===== config.mk =====
export PLATFORM = sky130hd
export DESIGN_NAME = mem32_reader
export DESIGN_NICKNAME = d
export VERILOG_FILES = /design/src/rtl/mem32_reader.sv
export SDC_FILE = /design/constraint.sdc
export NUM_CORES = 1
export LEC_CHECK = 0
export CAP_MARGIN = 20
export CORE_ASPECT_RATIO = 1.25
export CORE_MARGIN = 2
export CORE_UTILIZATION = 51
export CTS_CLUSTER_DIAMETER = 200
export DETAILED_ROUTE_END_ITERATION = 10
export PLACE_DENSITY_LB_ADDON = 0.05
export SKIP_LAST_GASP = 1
export SLEW_MARGIN = 10
export SYNTH_ARGS = -nofsm -noshare
export SYNTH_HDL_FRONTEND = slang
export SYNTH_SLANG_ARGS = --single-unit

===== constraint.sdc =====
create_clock -name clk -period 2.4 [get_ports clk]
set_clock_uncertainty 0.1 [all_clocks]
set_input_delay 0.36 -clock clk [delete_from_list [all_inputs] [get_ports clk]]
set_output_delay 0.36 -clock clk [all_outputs]
set_load 0.02 [all_outputs]

===== src/rtl/mem32_reader.sv =====
// Word reader for the mem32 byte memory: four pipelined byte reads assembled into Outdata.
// Define MEM32_READER_LE_EN for little-endian lane order; big-endian when it is undefined.
module mem32_reader #(
    parameter int READ_LAT = 1
) (
    input  logic        clk,
    input  logic        rst,
    input  logic        start,
    input  logic        mem_valid,
    output logic        mem_rd,
    output logic [1:0]  mem_addr,
    input  logic [7:0]  mem_data,
    output logic [31:0] Outdata,
    output logic        done,
    output logic        busy
);

    typedef enum logic [2:0] {IDLE, WAIT_VALID, ISSUE, DRAIN, DONE} state_t;

    state_t                     state_q, state_d;
    logic [1:0]                 cnt_q, cnt_d;
    logic [READ_LAT-1:0]        tag_vld_q, tag_vld_d;
    logic [READ_LAT-1:0][1:0]   tag_addr_q, tag_addr_d;
    logic [31:0]                shadow_q, shadow_d;
    logic [31:0]                out_q, out_d;
    logic                       cap;
    logic [1:0]                 cap_addr;
    logic [1:0]                 lane;

    assign Outdata = out_q;

    always_comb begin
        state_d  = state_q;
        cnt_d    = cnt_q;
        out_d    = out_q;
        mem_rd   = 1'b0;
        mem_addr = 2'b00;
        busy     = (state_q != IDLE);
        done     = (state_q == DONE);

        // The oldest tag marks the byte arriving on mem_data this cycle.
        cap      = tag_vld_q[READ_LAT-1];
        cap_addr = tag_addr_q[READ_LAT-1];
`ifdef MEM32_READER_LE_EN
        lane     = cap_addr;
`else
        lane     = ~cap_addr;
`endif
        shadow_d = shadow_q;
        if (cap) shadow_d[8*lane +: 8] = mem_data;

        case (state_q)
            IDLE: begin
                cnt_d = 2'd0;
                if (start) state_d = mem_valid ? ISSUE : WAIT_VALID;
            end
            WAIT_VALID: begin
                if (mem_valid) state_d = ISSUE;
            end
            ISSUE: begin
                mem_rd   = 1'b1;
                mem_addr = cnt_q;
                cnt_d    = cnt_q + 2'd1;
                if (cnt_q == 2'd3) state_d = DRAIN;
            end
            DRAIN: begin
                // Merge the final byte on the same edge so Outdata never shows a partial word.
                if (cap && cap_addr == 2'd3) begin
                    state_d = DONE;
                    out_d   = shadow_d;
                end
            end
            DONE:    state_d = IDLE;
            default: state_d = IDLE;
        endcase

        tag_vld_d[0]  = mem_rd;
        tag_addr_d[0] = mem_addr;
        for (int i = 1; i < READ_LAT; i++) begin
            tag_vld_d[i]  = tag_vld_q[i-1];
            tag_addr_d[i] = tag_addr_q[i-1];
        end
    end

    always_ff @(posedge clk) begin
        if (rst) begin
            state_q    <= IDLE;
            cnt_q      <= 2'd0;
            tag_vld_q  <= '0;
            tag_addr_q <= '0;
            shadow_q   <= 32'h0;
            out_q      <= 32'h0;
        end else begin
            state_q    <= state_d;
            cnt_q      <= cnt_d;
            tag_vld_q  <= tag_vld_d;
            tag_addr_q <= tag_addr_d;
            shadow_q   <= shadow_d;
            out_q      <= out_d;
        end
    end

endmodule


==> flow_summary.ini <==
[global_routing]
vias_in_the_first_global_route = 1993
globalRouteOverflowTotal = 0
grt_pass1_wl_um = 9735
antenna_found_initial = 0
global_route.usage.total_pct = 22.44
grt_start_max_net_pins = 35

[die]
floorplan.die_area_mm2 = 0.005764
core.rowCount = 29
die_h_um = 84.39
io-pin-count = 49
initial_utilization_pct = 52.27
chipWidth_um = 68.31
core_mm2 = 0.005044

[logic_synthesis]
synthesis.nets = 308
syn_area_mm2 = 0.002636
syn-mean-instance-area_um2 = 9.091
dominantRegCellSynth = sky130_fd_sc_hd__dfxtp_1
synth.yosys.seq_area_share_pct = 48.60
synth_enable_flop_cells = 0
synth_cell_type_count = 37
synth-seq-cells = 64
async_flop_share_pct = 0
synthesis.yosys.warnings = 0
netlist_instances = 290

[placement]
dp_hpwl_um = 3927
placement.setup.worst_slack_ps = 377.2
total_instance_count_after_detailed_placement = 373
finalWeightedCongestion = 0.8976
numPortBuffers = 48

[setup_path]
path_class = flop to output port
family_with_the_most_delay_on_the_worst_path = buffers and inverters
critical_path_peak_fanout = 13
kind_of_start_point_of_the_critical_path = flop
critical-path-max-stage-delay_ps = 630
setup.worst_path.end_class = output port
wp_data_arrival_ps = 1830
path_cells = inv_1 -> nor3_1 -> clkdlybuf4s50_1
critical-path-slowest-cell = sky130_fd_sc_hd__clkdlybuf4s50_1
critical_path_buf_inv_count = 2
worst_ep_required_time_ps = 1940

[clock_network]
cts-resized-gates = 0
count_of_clock_tree_sinks = 64
htree_levels = 3
tritoncts = yes
cts.clk_slew.worst_paths_ps = 60
post_cts_hold_buffer_count = 0
post-cts-setup-buffer-count = 0
worst_skew_late_latency_ps = 330
cts_made_buffers = 9
ctsRootBufferMaster = sky130_fd_sc_hd__clkbuf_8
clock_path_buffers = 2

[sta]
fmaxAchievable_mhz = 437.6
timing.final.setup_violations = 0
timing.max_slew.rel_slack_pct = 57.23
holdWs_ps = 364.0
maxSlewViolCount = 0
timing_worst_slew_pin_value_ps = 641.5
tns_ps = 0
report.final.hold_viol_count = 0
layout_min_cycle_time_ps = 2285
unrepaired_setup_endpoints_after_global_routing = false
layout_worst_path_cycle_share_pct = 95.21
setup_ws_ps = 115.0

[power_and_ir_drop]
powerDensity_mw_per_mm2 = 670.2
static-leakage-power_nw = 1.094
power.ir.vdd_worst_mv = 0.4550

[route]
remaining_drc_errors = 0
drt_wl_total_um = 6061
firstDrtPassIters = 4
residual_antenna_violating_net_count_after_detailed_routing = 0
routed_wire_length_per_instance_um = 15.62
drt_first_iter_violations = 166
vias_per_cell = 5.830
route.vias.total = 2262

[outcome]
status = complete, no violations

[final_layout]
n_antenna_cell = 0
layout.nets = 340
utilization_pct = 64.87
post_route_cells_drive_above_1_share_pct = 9.816
instances_no_fill = 388
syn2layout_area_growth_pct = 24.11
filler_cell_count = 461

[hold_path]
timing.hold.worst.class = flop to flop

[flow_run]
max-cap-violations = 0
[area by class of cell]
cell class / instances / area, um^2 / share of cell area, %
Sequential cell: 64 / 1281 / 39.16
Multi-Input combinational cell: 188 / 1161 / 35.49
Timing Repair Buffer: 56 / 535.5 / 16.37
Clock buffer: 12 / 165.2 / 5.048
Tap cell: 62 / 77.57 / 2.371
Clock inverter: 3 / 40.04 / 1.224
Inverter: 3 / 11.26 / 0.3442
[metal layers]
layer / track usage, % / routed length [um]
met5: 0 / 0
met4: 8.182 / 115
met3: 5.496 / 358
met2: 34.86 / 2814
met1: 29.86 / 2772
[worst register-to-register path, cell delays in order (launching register included)]
cell and delay (ps):
sky130_fd_sc_hd__dfxtp_1 470, sky130_fd_sc_hd__inv_1 120, sky130_fd_sc_hd__ha_1 410, sky130_fd_sc_hd__and2b_1 420, sky130_fd_sc_hd__a32oi_1 200, sky130_fd_sc_hd__a211oi_1 270
[report_power, final]
group          switching [mW]  internal (mW)  leakage, nW  total [mW]
Combinational          0.0961         0.0655        0.469       0.162
Clock                   0.384          0.555        0.108       0.939
Sequential             0.0155           1.08        0.516        1.09
Total                   0.495           1.70         1.09        2.19
[cell usage after synthesis (all sizes together), types with 6 or more instances]
master,n,area (um^2)
nor2,19,73.82
nand2,13,48.80
nand4,19,118.9
a32oi,17,148.9
buf,23,135.1
a21oi,42,210.2
o21ai,21,105.1
ha,6,75.07
a211oi,13,102.6
nand3,10,50.05
clkbuf,12,47.55
dfxtp,64,1281
[kinds of logic (layout without fill, tap and decap cells)]
| kind of cell | after synthesis | after routing | synth area share, % |
|---|---|---|---|
| buffers and inverters | 38 | 74 | 7.357 |
| AOI/OAI and AO/OA | 96 | 96 | 22.73 |
| muxes | 2 | 2 | 0.8068 |
| DFF | 64 | 64 | 48.60 |
| and+or+nand+nor | 84 | 84 | 17.66 |
| adders and majority gates | 6 | 6 | 2.848 |
[metrics by stage]
stage | total power [mW] | area (um^2)
after floorplan | 1.218 | 2636
after CTS | 2.208 | 3272
after global routing | 2.288 | 3272
final | 2.193 | 3272
after detailed placement | 1.276 | 3067
after global placement | 1.276 | 3067
[sequential cells by signal (all words and copies together) (netlist names)]
signal	flops
cnt_q	2
cap_addr	2
Outdata	32
state_q	3
cap	1
shadow_q	24
[placed cells by master, fill, tap and decap left out, drive strengths merged, types with 6 or more instances in the layout]
cell type,count
a211oi,13
a21oi,42
a32oi,17
buf,9
clkbuf,12
clkdlybuf4s50,47
dfxtp,64
ha,6
nand2,13
nand3,10
nand4,19
nor2,19
o21ai,21
[path summary, 6_finish.rpt]
check / startpoint / to / slack, ps / cells past startpoint
setup / recovery: state_q[1]$_SDFFE_PP0P_ / mem_rd / 110 / 3
hold / removal: shadow_q[18]$_SDFF_PP0_ / shadow_q[18]$_SDFF_PP0_ / 360 / 2
setup reg to reg: cap_addr[0]$_SDFF_PP0_ / Outdata[12]$_SDFFE_PP0P_ / 330 / 5
hold reg to reg: shadow_q[18]$_SDFF_PP0_ / shadow_q[18]$_SDFF_PP0_ / 360 / 2
(Power assumes the default switching activity.)
